[src/rtl/code_reader_mealy_pkg.sv]
// Shared types and default constants for the code reader front end and the
// digit-counting FSM that consumes its strobes.
package code_reader_mealy_pkg;

  // Front-end FSM states.
  typedef enum logic [2:0] {
    IDLE,
    HIGH,
    GAP,
    STUCK
  } state_t;

  // Default tuning, also reused by the counting FSM bench.
  localparam int unsigned DEF_MIN_HIGH     = 4;
  localparam int unsigned DEF_MAX_HIGH     = 1000;
  localparam int unsigned DEF_GAP_TIMEOUT  = 2000;
  localparam int unsigned DEF_MAX_DIGITS   = 3;
  localparam int unsigned DEF_PULSE_CYCLES = 1;

  // Larger of two sizes, used when one counter must cover both.
  function automatic int unsigned max_u(input int unsigned a, input int unsigned b);
    return (a > b) ? a : b;
  endfunction

endpackage

[src/rtl/code_reader_mealy_if.sv]
// Sensor-side and strobe-side signals of the code reader front end.
interface code_reader_mealy_if;

  logic       bar;     // raw optical line, high = bar under sensor
  logic       D;       // digit strobe
  logic       C;       // read-completed strobe
  logic [1:0] digits;  // digits accepted in the current code
  logic       busy;    // front end not idle
  logic       fault;   // sensor stuck high

  // Drives the sensor line and watches the strobes.
  modport master (
    output bar,
    input  D,
    input  C,
    input  digits,
    input  busy,
    input  fault
  );

  // The front end itself.
  modport slave (
    input  bar,
    output D,
    output C,
    output digits,
    output busy,
    output fault
  );

endinterface

[src/rtl/code_reader_mealy_pulse_stretch.sv]
// Stretches a one-cycle fire request into a registered strobe PULSE_CYCLES
// clocks wide, so a slower consumer clock still catches it.
module pulse_stretch #(
  parameter int unsigned PULSE_CYCLES = 1
) (
  input  logic clk,
  input  logic reset,
  input  logic fire,
  output logic strobe
);

  localparam int unsigned CntW = $clog2(PULSE_CYCLES + 1);
  localparam logic [CntW-1:0] Load = CntW'(PULSE_CYCLES);

  logic [CntW-1:0] cnt_q, cnt_d;
  logic            strobe_q;

  // Reload on a fire request, otherwise count down to zero.
  always_comb begin
    cnt_d = cnt_q;
    if (fire) begin
      cnt_d = Load;
    end else if (cnt_q != '0) begin
      cnt_d = cnt_q - CntW'(1);
    end
  end

  // Strobe is the registered "counter nonzero" flag; reset cuts it off at once.
  always_ff @(posedge clk or posedge reset) begin
    if (reset) begin
      cnt_q    <= '0;
      strobe_q <= 1'b0;
    end else begin
      cnt_q    <= cnt_d;
      strobe_q <= (cnt_d != '0);
    end
  end

  assign strobe = strobe_q;

endmodule

[src/rtl/code_reader_mealy.sv]
// Mealy front end for the sticker/code reader: synchronizes the raw bar line,
// turns each long-enough bar into a digit (D strobe), ends the code after a
// long low gap (C strobe) and flags a sensor stuck high.
module code_reader_mealy
  import code_reader_mealy_pkg::*;
#(
  parameter int unsigned MIN_HIGH     = DEF_MIN_HIGH,
  parameter int unsigned MAX_HIGH     = DEF_MAX_HIGH,
  parameter int unsigned GAP_TIMEOUT  = DEF_GAP_TIMEOUT,
  parameter int unsigned MAX_DIGITS   = DEF_MAX_DIGITS,
  parameter int unsigned PULSE_CYCLES = DEF_PULSE_CYCLES
) (
  input logic                clk,
  input logic                reset,
  code_reader_mealy_if.slave bus
);

  localparam int unsigned CntMax = max_u(MAX_HIGH, GAP_TIMEOUT);
  localparam int unsigned CntW   = $clog2(CntMax + 1);

  // The run counter is cleared on entering a state, so the sample that caused
  // the entry is not counted: a high run of N samples leaves N-1 in the
  // counter when bar_s drops, and the N-th high sample sees N-2.
  localparam logic [CntW-1:0] AcceptCnt  = CntW'(MIN_HIGH - 1);
  localparam logic [CntW-1:0] StuckCnt   = CntW'(MAX_HIGH - 1);
  localparam logic [CntW-1:0] TimeoutCnt = CntW'(GAP_TIMEOUT - 1);
  localparam logic [CntW-1:0] CntSat     = {CntW{1'b1}};
  localparam logic [1:0]      DigitMax   = 2'(MAX_DIGITS);

  logic            bar_meta_q;
  logic            bar_s_q;
  state_t          state_q, state_d;
  logic [CntW-1:0] cnt_q, cnt_d;
  logic [1:0]      digits_q, digits_d;
  logic            fire_d;
  logic            fire_c;
  logic            d_strobe;
  logic            c_strobe;

  // Two-flop synchronizer for the asynchronous sensor line.
  always_ff @(posedge clk or posedge reset) begin
    if (reset) begin
      bar_meta_q <= 1'b0;
      bar_s_q    <= 1'b0;
    end else begin
      bar_meta_q <= bus.bar;
      bar_s_q    <= bar_meta_q;
    end
  end

  // Next state, digit count and strobe requests (Mealy: fire on the transition).
  always_comb begin
    state_d  = state_q;
    digits_d = digits_q;
    fire_d   = 1'b0;
    fire_c   = 1'b0;
    unique case (state_q)
      IDLE: begin
        if (bar_s_q) begin
          state_d = HIGH;
        end
      end
      HIGH: begin
        if (bar_s_q) begin
          // This sample would make the run longer than MAX_HIGH.
          if (cnt_q >= StuckCnt) begin
            state_d = STUCK;
          end
        end else if (cnt_q >= AcceptCnt) begin
          state_d = GAP;
          if (digits_q < DigitMax) begin
            digits_d = digits_q + 2'd1;
            fire_d   = 1'b1;
          end
        end else if (digits_q != 2'd0) begin
          // Glitch inside a code: keep waiting for the gap to expire.
          state_d = GAP;
        end else begin
          state_d = IDLE;
        end
      end
      GAP: begin
        if (bar_s_q) begin
          state_d = HIGH;
        end else if (cnt_q >= TimeoutCnt) begin
          state_d  = IDLE;
          digits_d = 2'd0;
          fire_c   = 1'b1;
        end
      end
      STUCK: begin
        if (!bar_s_q) begin
          state_d  = IDLE;
          digits_d = 2'd0;
          fire_c   = (digits_q != 2'd0);
        end
      end
      default: begin
        state_d  = IDLE;
        digits_d = 2'd0;
      end
    endcase
  end

  // Run counter: cleared on any state change, saturating count otherwise.
  always_comb begin
    cnt_d = cnt_q;
    if (state_d != state_q) begin
      cnt_d = '0;
    end else if (state_q != IDLE && cnt_q != CntSat) begin
      cnt_d = cnt_q + CntW'(1);
    end
  end

  // FSM, run counter and digit count registers.
  always_ff @(posedge clk or posedge reset) begin
    if (reset) begin
      state_q  <= IDLE;
      cnt_q    <= '0;
      digits_q <= 2'd0;
    end else begin
      state_q  <= state_d;
      cnt_q    <= cnt_d;
      digits_q <= digits_d;
    end
  end

  pulse_stretch #(
    .PULSE_CYCLES(PULSE_CYCLES)
  ) u_d_pulse (
    .clk   (clk),
    .reset (reset),
    .fire  (fire_d),
    .strobe(d_strobe)
  );

  pulse_stretch #(
    .PULSE_CYCLES(PULSE_CYCLES)
  ) u_c_pulse (
    .clk   (clk),
    .reset (reset),
    .fire  (fire_c),
    .strobe(c_strobe)
  );

  assign bus.D      = d_strobe;
  assign bus.C      = c_strobe;
  assign bus.digits = digits_q;
  assign bus.busy   = (state_q != IDLE);
  assign bus.fault  = (state_q == STUCK);

endmodule
[src/flat_wrapper.sv]
// flat-port wrapper written by rule: the top's interface ports become plain ports
module code_reader_mealy_flat import code_reader_mealy_pkg::*;
#(
  parameter int unsigned MIN_HIGH     = DEF_MIN_HIGH,
  parameter int unsigned MAX_HIGH     = DEF_MAX_HIGH,
  parameter int unsigned GAP_TIMEOUT  = DEF_GAP_TIMEOUT,
  parameter int unsigned MAX_DIGITS   = DEF_MAX_DIGITS,
  parameter int unsigned PULSE_CYCLES = DEF_PULSE_CYCLES
)
  (clk, reset, bus_bar, bus_D, bus_C, bus_digits, bus_busy, bus_fault);
  code_reader_mealy_if bus_i ();
  input logic clk;
  input logic reset;
  input wire logic [$bits(bus_i.bar)-1:0] bus_bar;
  output wire logic [$bits(bus_i.D)-1:0] bus_D;
  output wire logic [$bits(bus_i.C)-1:0] bus_C;
  output wire logic [$bits(bus_i.digits)-1:0] bus_digits;
  output wire logic [$bits(bus_i.busy)-1:0] bus_busy;
  output wire logic [$bits(bus_i.fault)-1:0] bus_fault;
  assign bus_i.bar = bus_bar;
  assign bus_D = bus_i.D;
  assign bus_C = bus_i.C;
  assign bus_digits = bus_i.digits;
  assign bus_busy = bus_i.busy;
  assign bus_fault = bus_i.fault;
  code_reader_mealy #(.MIN_HIGH(MIN_HIGH), .MAX_HIGH(MAX_HIGH), .GAP_TIMEOUT(GAP_TIMEOUT), .MAX_DIGITS(MAX_DIGITS), .PULSE_CYCLES(PULSE_CYCLES)) u_core (.clk(clk), .reset(reset), .bus(bus_i));
endmodule
[config.mk]
export PLATFORM = sky130hd
export DESIGN_NAME = code_reader_mealy_flat
export DESIGN_NICKNAME = d
export VERILOG_FILES = /design/src/rtl/code_reader_mealy_pkg.sv /design/src/rtl/code_reader_mealy_if.sv /design/src/rtl/code_reader_mealy_pulse_stretch.sv /design/src/rtl/code_reader_mealy.sv /design/src/flat_wrapper.sv
export SDC_FILE = /design/constraint.sdc
export NUM_CORES = 1
export LEC_CHECK = 0
export CAP_MARGIN = 20
export CORE_MARGIN = 10
export CORE_UTILIZATION = 40
export CTS_BUF_LIST = sky130_fd_sc_hd__clkbuf_16
export DETAILED_ROUTE_END_ITERATION = 7
export PLACE_DENSITY_LB_ADDON = 0.08
export SYNTH_ARGS = -nofsm -noshare
export SYNTH_HDL_FRONTEND = slang
export SYNTH_SLANG_ARGS = --single-unit
export TNS_END_PERCENT = 10
[constraint.sdc]
create_clock -name clk -period 3.91 [get_ports clk]
set_input_delay 0.782 -clock clk [delete_from_list [all_inputs] [get_ports clk]]
set_output_delay 0.782 -clock clk [all_outputs]
set_load 0.02 [all_outputs]
==> summary.txt <==
Detailed routing
  • Vias: 877
  • Detailed-route wire length per cell: 15.85 um
  • DRT iter0 DRCs: 47
  • Vias per cell: 5.551
  • Routed Antenna Nets: 0
  • Routed wire length: 2.504 mm
  • DRT Pass-1 Iters: 4
  • # DRC: 0

Floorplanning
  • Die Ht: 75.03 um
  • Core Box Area: 2829 um^2
  • Die extent in x: 75.03 um
  • # IOs: 9
  • Row cnt: 19
  • Initial Util: 0.4281
  • Die area: 5629 um^2

Setup path
  • Critical path's slowest cell: clkdlybuf4s50_1
  • CP Buf/Inv Count: 1
  • Critical Path Max Stage Delay: 0.61 ns
  • CP Capture Type: output port
  • Critical path arrival: 1.82 ns
  • Setup CP Type: flop to output port
  • Crit-path max FO: 5
  • Crit path max-delay family: buffers and inverters
  • Critical-path cell list: nor2b_1, and2_1, clkdlybuf4s50_1
  • CP Launch Type: flop
  • WP data required: 3.13 ns

Timing
  • Final Hold Vio Count: 0
  • Max Freq: 0.3842 GHz
  • Final worst path period need: 2.603 ns
  • Slew @ Worst Pin: 0.7809 ns
  • Clk_skew: 0.001725 ns
  • RSZ-0062 raised after global routing: no
  • Max-Slew Margin vs Limit: 0.4788
  • Final period utilization: 0.6657
  • Total Neg Setup Slack: 0 ns
  • Slew Limit Fails: 0
  • Final setup vio count: 0

Global route
  • First-pass GRT wire length: 4.422 mm
  • Number of global-route vias before repair: 907
  • Global route overflow: 0
  • Largest net degree at the start of global routing: 21
  • GRT Util Overall: 0.1023
  • Initial antenna violation count: 0

Final layout
  • Inserted Diodes: 0
  • P&R area growth vs syn: 16.22%
  • Filler instances: 268
  • Final #Nets: 135
  • Commonest non-fill, non-tap cell in the layout: dfrtp_1
  • Layout cell share with drive strength beyond 1: 0.2205
  • Final Util: 0.4976
  • Most frequent cells in the layout: dfrtp_1, nor2_1, nor3_2

Clock network
  • Clock slew at reported path FFs: 0.05 ns
  • Root buffer cell: clkbuf_16
  • CTS resizes: 0
  • Clock buffer count from CTS: 3
  • Clock Tree Buf Depth: 2
  • CTS Hold Buffers Added: 0
  • CTS tree: built
  • # clock sinks: 20
  • Setup Buffers After CTS: 0
  • Clock Latency Late Sink: 0.25 ns
  • H-tree Lvls: 1

Placement
  • Gpl congestion: 0.7691
  • HPWL Detailed: 1.849 mm
  • Port Buffers: 8

Outcome
  • Status: finished, final reports clean

Yosys
  • Yosys reg bits: 20
  • Yosys warns: 0
  • Post-synth top flop: dfrtp_1
  • Synth Area per Inst: 10.35 um^2
  • Synth async-reset ratio: 1.000
  • Seq/Total Area, Yosys: 0.4132
  • Net count after synthesis: 123
  • Cell area after synthesis: 1211 um^2
  • Number of synthesized flops with an enable pin: 0
  • Post-Synthesis Cells: 117
  • Distinct cells, synth: 44

Power and ir drop
  • Peak supply drop: 0.0002795 V
  • P_leak: 0.5823 nW
  • Pwr/cell area: 324.1 nW/um^2

Min path
  • Worst hold path type: flop to flop

Job
  • Max-Cap Viols: 0
[worst reg2reg max path, stage by stage (launching register included)]
cell and delay (ns):
dfrtp_1 0.43, ha_1 0.29, a21oi_2 0.21, o21ai_1 0.08
a2111oi_0 0.49, nor3_2 0.20, buf_4 0.23, nor3_2 0.15
[area by class of cell]
type / instances / area [um^2] / share of cell area
clock buffer: 3 / 75.07 / 0.05333
inverter: 6 / 22.52 / 0.01600
multi-input combinational: 88 / 675.6 / 0.4800
sequential: 20 / 500.5 / 0.3556
tap: 31 / 38.79 / 0.02756
timing repair buffer: 10 / 95.09 / 0.06756
[state kept, by name, indices dropped and copies added, names as in the netlist]
| register | count |
|---|---|
| u_core.state_q | 3 |
| u_core.cnt_q | 11 |
| u_core.u_d_pulse.strobe | 1 |
| u_core.bar_meta_q | 1 |
| u_core.bus.digits | 2 |
| u_core.u_c_pulse.strobe | 1 |
| u_core.bar_s_q | 1 |
[power breakdown]
part / leakage (nW) / internal, mW / switching (mW)
combinational: 0.275 / 0.0128 / 0.0201
sequential: 0.271 / 0.211 / 0.00503
clock: 0.0370 / 0.135 / 0.0727
total: 0.582 / 0.358 / 0.0978
[routing by layer]
layer / global-route usage / part of all wire / routed length (um)
met1: 0.1324 / 0.49 / 1238
met2: 0.1514 / 0.44 / 1096
met3: 0.04599 / 0.062 / 156
met4: 0.02521 / 0.0048 / 12
met5: 0 / 0 / 0
[synthesized netlist by cell type, drive strengths merged (2+ instances only)]
cell	n	share of area
inv	6	0.019
nand4	2	0.010
o21ai	6	0.025
xnor2	3	0.022
dfrtp	20	0.41
nor4	5	0.043
nand3	3	0.021
nand2	10	0.039
buf	3	0.014
nor3	13	0.091
nor3b	3	0.028
mux2	2	0.019
xor2	4	0.029
mux2i	3	0.025
ha	3	0.031
a21oi	3	0.015
nor2	10	0.031
nor2b	3	0.022
[worst paths after layout]
kind                       slack [ns]               from  cells after the start           endpoint
max                              1.31  u_core.state_q[0]                      3          bus_fault
min                              0.36  u_core.bar_meta_q                      0     u_core.bar_s_q
max reg2reg                      1.75    u_core.cnt_q[0]                      7   u_core.cnt_q[10]
min reg2reg                      0.36  u_core.bar_meta_q                      0     u_core.bar_s_q
max in group asynchronous        2.44              reset                      2  u_core.state_q[1]
min in group asynchronous        0.98              reset                      2  u_core.bar_meta_q
[cells by family after synthesis]
logic type               count (synthesis)  share of synthesized area
AO/OA/AOI/OAI                           18                     0.1095
flip-flops                              20                     0.4132
adder cells (fa/ha/maj)                  3                    0.03100
multiplexers                             5                    0.04339
AND/OR/NAND/NOR                         54                     0.3161
XOR/XNOR                                 7                    0.05062
buffers and inverters                    9                    0.03306
other                                    1                   0.003096
[per-stage QoR]
step	hold slack (ns)	setup slack, ns	area (um^2)	std cells	power (mW)
floorplan	0.3312	2.114	1211	117	0.2422
global placement	0.3407	1.622	1333	155	0.2521
detailed placement	0.3485	1.574	1333	155	0.2530
CTS	0.3614	1.288	1408	158	0.4627
global route	0.3647	1.189	1408	158	0.4748
finish	0.3575	1.307	1408	158	0.4562
Note: power is estimated with default switching activity, not from simulation.
